**src/rtl/msrv32_pc_controller.sv**
```systemverilog
// Program-counter sequencer for the RV32I core: selects the next PC, runs the
// instruction-fetch handshake and raises a one-cycle flush on every redirect.
module msrv32_pc_controller #(
    parameter logic [31:0] RESET_VECTOR = 32'h0000_0000,
    parameter int unsigned BOOT_DELAY   = 4
) (
    input  logic        ms_riscv32_mp_clk_in,
    input  logic        ms_riscv32_mp_rst_n_in,
    input  logic [31:0] pc_in,
    input  logic        branch_taken_in,
    input  logic [31:0] branch_target_in,
    input  logic        trap_taken_in,
    input  logic [31:0] trap_vector_in,
    input  logic        mret_in,
    input  logic [31:0] epc_in,
    input  logic        stall_in,
    input  logic        imem_ready_in,
    output logic        imem_req_out,
    output logic [31:0] imem_addr_out,
    output logic [31:0] pc_mux_out,
    output logic        flush_out,
    output logic        misaligned_out,
    output logic [31:0] fetch_count_out,
    output logic [1:0]  state_out
);

    typedef enum logic [1:0] {
        S_BOOT     = 2'd0,
        S_FETCH    = 2'd1,
        S_STALL    = 2'd2,
        S_REDIRECT = 2'd3
    } state_t;

    localparam logic [7:0] BOOT_LAST = 8'(BOOT_DELAY - 1);

    state_t      state_r;
    state_t      next_state_s;
    logic [7:0]  boot_cnt_r;
    logic        flush_r;
    logic        misaligned_r;
    logic [31:0] fetch_count_r;

    logic [31:0] pc_mux_s;
    logic        imem_req_s;
    logic        count_inc_s;
    logic        misaligned_next_s;
    logic [31:0] trap_target_s;
    logic [31:0] epc_target_s;
    logic        branch_ok_s;
    logic        branch_mis_s;

    // Redirect targets are forced word-aligned; branch alignment decides redirect vs. pulse.
    assign trap_target_s = {trap_vector_in[31:2], 2'b00};
    assign epc_target_s  = {epc_in[31:2], 2'b00};
    assign branch_ok_s   = branch_taken_in && !stall_in && (branch_target_in[1:0] == 2'b00);
    assign branch_mis_s  = branch_taken_in && !stall_in && (branch_target_in[1:0] != 2'b00);

    // Next-state and next-PC selection.
    always_comb begin
        next_state_s      = state_r;
        pc_mux_s          = pc_in;
        imem_req_s        = 1'b0;
        count_inc_s       = 1'b0;
        misaligned_next_s = 1'b0;
        case (state_r)
            S_BOOT: begin
                pc_mux_s = RESET_VECTOR;
                if (boot_cnt_r == BOOT_LAST) begin
                    next_state_s = S_FETCH;
                end else begin
                    next_state_s = S_BOOT;
                end
            end
            S_FETCH: begin
                imem_req_s = 1'b1;
                if (trap_taken_in) begin
                    pc_mux_s     = trap_target_s;
                    next_state_s = S_REDIRECT;
                end else if (mret_in) begin
                    pc_mux_s     = epc_target_s;
                    next_state_s = S_REDIRECT;
                end else if (branch_ok_s) begin
                    pc_mux_s     = branch_target_in;
                    next_state_s = S_REDIRECT;
                end else begin
                    // A misaligned branch only flags; the fetch proceeds as if untaken.
                    misaligned_next_s = branch_mis_s;
                    if (stall_in) begin
                        next_state_s = S_STALL;
                    end else if (imem_ready_in) begin
                        pc_mux_s     = pc_in + 32'd4;
                        count_inc_s  = 1'b1;
                        next_state_s = S_FETCH;
                    end else begin
                        next_state_s = S_FETCH;
                    end
                end
            end
            S_STALL: begin
                if (trap_taken_in) begin
                    pc_mux_s     = trap_target_s;
                    next_state_s = S_REDIRECT;
                end else if (mret_in) begin
                    pc_mux_s     = epc_target_s;
                    next_state_s = S_REDIRECT;
                end else if (stall_in) begin
                    next_state_s = S_STALL;
                end else begin
                    next_state_s = S_FETCH;
                end
            end
            S_REDIRECT: begin
                if (trap_taken_in) begin
                    pc_mux_s     = trap_target_s;
                    next_state_s = S_REDIRECT;
                end else if (mret_in) begin
                    pc_mux_s     = epc_target_s;
                    next_state_s = S_REDIRECT;
                end else begin
                    next_state_s = S_FETCH;
                end
            end
            default: begin
                pc_mux_s     = RESET_VECTOR;
                next_state_s = S_BOOT;
            end
        endcase
    end

    // State, boot counter, flush/misaligned pulses and fetch counter.
    always_ff @(posedge ms_riscv32_mp_clk_in or negedge ms_riscv32_mp_rst_n_in) begin
        if (!ms_riscv32_mp_rst_n_in) begin
            state_r       <= S_BOOT;
            boot_cnt_r    <= 8'd0;
            flush_r       <= 1'b0;
            misaligned_r  <= 1'b0;
            fetch_count_r <= 32'd0;
        end else begin
            state_r      <= next_state_s;
            boot_cnt_r   <= (state_r == S_BOOT) ? boot_cnt_r + 8'd1 : 8'd0;
            flush_r      <= (next_state_s == S_REDIRECT);
            misaligned_r <= misaligned_next_s;
            if (count_inc_s) begin
                fetch_count_r <= fetch_count_r + 32'd1;
            end else begin
                fetch_count_r <= fetch_count_r;
            end
        end
    end

    assign imem_req_out    = imem_req_s;
    assign imem_addr_out   = pc_in;
    assign pc_mux_out      = pc_mux_s;
    assign flush_out       = flush_r;
    assign misaligned_out  = misaligned_r;
    assign fetch_count_out = fetch_count_r;
    assign state_out       = state_r;

endmodule
```
**config.mk**
```make
export PLATFORM = sky130hd
export DESIGN_NAME = msrv32_pc_controller
export DESIGN_NICKNAME = d
export VERILOG_FILES = /design/src/rtl/msrv32_pc_controller.sv
export SDC_FILE = /design/constraint.sdc
export NUM_CORES = 1
export LEC_CHECK = 0
export BUFFER_PORTS_ARGS = -buffer_cell sky130_fd_sc_hd__buf_4
export CORE_MARGIN = 3
export CORE_UTILIZATION = 30
export DETAILED_ROUTE_END_ITERATION = 10
export GPL_ROUTABILITY_DRIVEN = 1
export PLACE_DENSITY = 0.62
export SLEW_MARGIN = 5
export SYNTH_ARGS = -nofsm -noshare
export SYNTH_HDL_FRONTEND = slang
export SYNTH_SLANG_ARGS = --single-unit
```
**constraint.sdc**
```tcl
create_clock -name ms_riscv32_mp_clk_in -period 2.2 [get_ports ms_riscv32_mp_clk_in]
set_clock_uncertainty 0.05 [all_clocks]
set_input_delay 0.22 -clock ms_riscv32_mp_clk_in [delete_from_list [all_inputs] [get_ports ms_riscv32_mp_clk_in]]
set_output_delay 0.22 -clock ms_riscv32_mp_clk_in [all_outputs]
set_load 0.02 [all_outputs]
```
Word-level counts from Yosys, hierarchy flattened
Index checks and enable logic that the tools add are counted.
W data, S select, Z words.
{ "totals": {"elab_cells": 51, "out_inout_bits": 101, "inputBits": 135, "regBits": 44} }
{ "classes": {"n_eq_ne": 5, "reduce_logical": 8, "n_mux": 30, "add_sub_neg": 3} }
{ "op_table": {"columns": ["cell", "n"], "rows": [
  ["$mux W32", 7],
  ["$pmux W32 S3", 1],
  ["$add A32 B1 Y32 const B", 1],
  ["$add A32 B3 Y32 const B", 1],
  ["$mux W2", 8],
  ["$mux W1", 12],
  ["$add A8 B1 Y8 const B", 1],
  ["$eq A8 B2 Y1 const B", 1],
  ["$mux W8", 1],
  ["$pmux W2 S4", 1],
  ["$eq A2 B2 Y1 const B", 3],
  ["$logic_not A2 Y1", 2],
  ["$logic_and A1 B1 Y1", 3],
  ["$eq A2 B1 Y1 const B", 1],
  ["$reduce_bool A2 Y1", 1],
  ["$reduce_or A2 Y1", 1],
  ["$logic_not A1 Y1", 1]
]} }

Longest topological paths before layout
{ "logic_depth": {"word_depth": 8, "mapped_depth": 8} }

Least setup slack after synthesis
No wires, ideal clock.
{ "synth_timing": {"path_type": "register -> output", "start": "register state_r[1], in the netlist state_out[1]", "end": "output port pc_mux_out[20]", "arrival_time_ns": 2.148, "path_stages_with_launch": 7, "path_buffers": 1, "required_time_ns": 1.930, "slack_ns": -0.218, "path_cell_list": "dfrtp_1 -> clkbuf_1 -> clkinv_1 -> nand2_1 -> o221ai_1 -> and3_1 -> nor4_1"} }
{ "synth_via": {"elab_chain_cells": 3} }
{ "synth_rtl": {"columns": ["element", "line", "rtl"], "rows": [
  ["from (decl)", "36", "state_t state_r;"],
  ["from (signal assigned)", "139", "state_r <= next_state_s;"],
  ["$eq A2 B2 Y1", "65", "case (state_r)"],
  ["$reduce_or A2 Y1 (no source line)", null, null],
  ["$pmux W32 S3 (*)", "65", null],
  ["to (decl)", "20", "output logic [31:0] pc_mux_out,"]
]} }
Mark *: on every way between the ends. The rest lies on a longest branch, timed or not.

Worst setup path after layout
{ "layout_timing": {"start": "register state_r[1], in the netlist state_out[1]", "end": "output port pc_mux_out[14]"} }
The elaborated chain is that of the path after synthesis.

==> out/metrics.yaml <==
worst_setup_path:
  critical_path.n_buffers_inverters: 3
  crit_path_cell_trace: "buf_12 -> nor2b_1 -> buf_4 -> o211ai_1 -> a211o_1 -> o211ai_1 -> buf_4"
  slowest_stage: "dfrtp_2"
  critical_path_required_ns: 1.93
  critPathMaxFanout: 13
  cp_data_arrival_time_ns: 1.91
  cp-start-kind: "flop"
  setup.worst_path.end_class: "output port"
  timing_worst_setup_path_type: "reg -> out"
  critical-path-top-delay-family: "buffers and inverters"
  cp_slowest_stage_delay_ns: 0.48
die:
  chipHeight_um: 124.0
  placeable_core_region_um2: 13450
  design.portCount: 236
  rows: 42
  initial_core_util: 0.3107
  area_enclosed_by_the_die_boundary_um2: 15390
  floorplan.die.width_um: 124.0
clocking:
  deepest_level_of_the_cts_h_tree: 2
  clk_pin_slew_worst_paths_ns: 0.06
  cts.sink_count: 44
  insertion_delay_ns: 0.28
  cts_buffer_depth: 2
  cts_made_buffers: 5
  cts_root_buf: "clkbuf_16"
  tritoncts: "built"
cells_and_area:
  mostFrequentLayoutCell: "buf_4"
  layout.nets: 910
  final_layout_size_suffix_gt1_frac: 0.4580
  syn2layout_area_growth_pct: 58.69
  mostFrequentLayoutCells: "buf_4 (285), nand2_1 (51), dfrtp_1 (42)"
  antenna_cells: 0
  layout.filler_cells: 1338
  stdcell_area_um2: 6634
synth:
  post_synth_edffs: 0
  synthesis.nets: 669
  postSynthCellCount: 531
  netlist-cell-type-count: 67
  combinational_family_with_the_most_area_after_synthesis: "simple AND/OR/NAND/NOR gates"
  synth_sequential_area_ratio: 0.2634
  yosys.area_share.xor_xnor: 0.1027
  average_cell_area_after_synthesis_um2: 7.872
  async_reset_ff_frac: 1.000
  ys_dominant_reg_cell: "dfrtp_1"
  syn_area_um2: 4180
  yosys_register_bits: 44
  synthAdderAreaFrac: 0.008979
  yosys_warnings: 0
  synth-compound-area-share: 0.2233
  muxShareOfSynthArea: 0.01946
  post_synth_and_or_nand_nor_area_fraction: 0.2855
global_route:
  grt_antenna_before_repair: 0
  grt_start_max_net_pins: 45
  grtUsageTotal: 0.2211
  grt.overflow.total: 0
  wire_length_of_the_first_global_routing_pass_mm: 26.71
  number_of_global_route_vias_before_repair: 5088
status:
  result_of_the_run: "complete, no violations"
sta:
  finalHoldViolCount: 0
  period_share: 0.9918
  setup_repair_after_global_routing_missed_its_margin: "true"
  setup-violations-final: 0
  slew_viol_final: 0
  timing.final.crit_period_ns: 2.182
  max-slew-margin-rel: 0.6346
  fmax_mhz: 458.3
  worstMarginPinSlew_ns: 0.5482
pwr:
  static-leakage-power_nw: 3.115
  clockPowerShare: 0.305
  sequentialPowerShare: 0.317
  reported_net_switching_power_mw: 0.8438
  power.internal_mw: 1.842
  comb_power_share: 0.378
  power.ir.vdd_worst_uv: 407.0
  design_power_total_mw: 2.686
  pwr_density_cell_nw_per_um2: 404.8
  sw_frac_of_total: 0.3142
detailed_routing:
  count_of_nets_left_with_antenna_violations_after_detail_routing: 0
  drc: 0
  routed-via-count: 5149
  avgViaCountPerCell: 5.426
  totalWireLength_mm: 17.95
  drt_pre_antenna_iters: 5
  dr_wl_cell_um: 18.91
  dr.first_iter.drc_count: 251
placed_design:
  placement.io_buffers: 231
  hpwlAfterDp_mm: 14.76
  gp_congestion: 0.9155
  placed_cell_area_um2: 6270
flow_run:
  max_cap_violations: 0
min_path:
  worst_hold_path_type: "in -> reg"
-- worst min-delay path, cell delays in order --
cell	delay (ns)
buf_4	0.12
inv_1	0.05
nor3_1	0.04
-- cell usage after synthesis (7+ instances only) --
master	number	area [um2]
nand2_1	53	198.9
dfrtp_1	44	1101
xnor2_1	35	306.5
buf_4	33	247.7
o21ai_0	33	165.2
nand3_1	32	160.2
a21oi_1	31	155.2
nor2_1	31	116.4
clkbuf_1	18	67.56
nand4_1	17	106.4
o22ai_1	17	106.4
and3_1	14	87.58
xor2_1	14	122.6
nor3_1	13	65.06
o221ai_1	12	105.1
inv_1	9	33.78
buf_2	8	40.04
nor4_1	8	50.05
a211o_1	7	61.31
and2_1	7	43.79
mux2i_1	7	70.07
-- kinds of logic after synthesis --
group | count (synthesis)
AO/OA/AOI/OAI | 143
AND/OR/NAND/NOR | 212
flip-flops | 44
adder cells (fa/ha/maj) | 3
multiplexers | 8
buffers and inverters | 72
XOR/XNOR | 49
-- routing by layer --
| metal | GRT usage | up-vias | wire [um] |
|---|---|---|---|
| met1 | 0.2775 | 2508 | 7315 |
| li1 | - | 2416 | - |
| met5 | 0 | - | 0 |
| met4 | 0.05202 | 0 | 330 |
| met3 | 0.03769 | 18 | 1213 |
| met2 | 0.3943 | 207 | 9089 |
-- flip-flops by register name (all words and copies together) (netlist names) --
signal	cells
state_out	2
flush_out	1
misaligned_out	1
fetch_count_out	32
boot_cnt_r	8
-- final cells by class --
class	instances	area, um2	area share
tap	176	220.2	0.03320
timing repair buffer	294	2248	0.3389
clock inverter	2	35.03	0.005281
sequential	44	1104	0.1664
multi-input combinational	415	2850	0.4296
inverter	12	47.55	0.007167
clock buffer	6	128.9	0.01943
-- path summary, 6_finish.rpt --
kind,slack [ns],endpoint,startpoint,depth (start not counted)
setup / recovery,0.02,pc_mux_out[14],state_out[1],7
hold / removal,0.14,misaligned_out,branch_taken_in,3
setup reg to reg,0.15,fetch_count_out[30],fetch_count_out[4],5
hold reg to reg,0.41,boot_cnt_r[0],boot_cnt_r[0],1
max in group asynchronous,1.27,state_out[1],ms_riscv32_mp_rst_n_in,2
min in group asynchronous,0.43,fetch_count_out[8],ms_riscv32_mp_rst_n_in,2
-- timing repair --
item | in CTS | in global routing
resized for setup | 12 | 29
setup buffers | 0 | 2
setup endpoints to repair | 20 | 22
hold buffers | 1 | 0
gates cloned | 0 | 1
pin swaps | 1 | 13
hold endpoints to repair | 44 | 0
-- power by group through the flow --
stage / clock network, mW / logic (mW) / registers, mW
finish: 0.819 / 1.02 / 0.851
global route: 0.871 / 1.09 / 0.853
CTS: 0.843 / 0.999 / 0.849
detailed placement: 0 / 0.986 / 0.864
global placement: 0 / 0.979 / 0.863
floorplan: 0 / 0.449 / 0.877
-- through the flow --
step / setup slack (ns) / TNS (ns) / std cells / utilization / hold slack, ns
finish: 0.01804 / 0 / 949 / 0.4931 / 0.1415
detailed placement: -0.04249 / -0.07449 / 937 / 0.4661 / 0.2001
global placement: -0.03042 / -0.06010 / 937 / 0.4661 / 0.1896
CTS: 0.01446 / 0 / 946 / 0.4822 / 0.1354
floorplan: -0.01066 / -0.01066 / 531 / - / -0.1256
global route: -0.03869 / -0.1776 / 949 / 0.4931 / 0.1424
(Power assumes the default switching activity.)
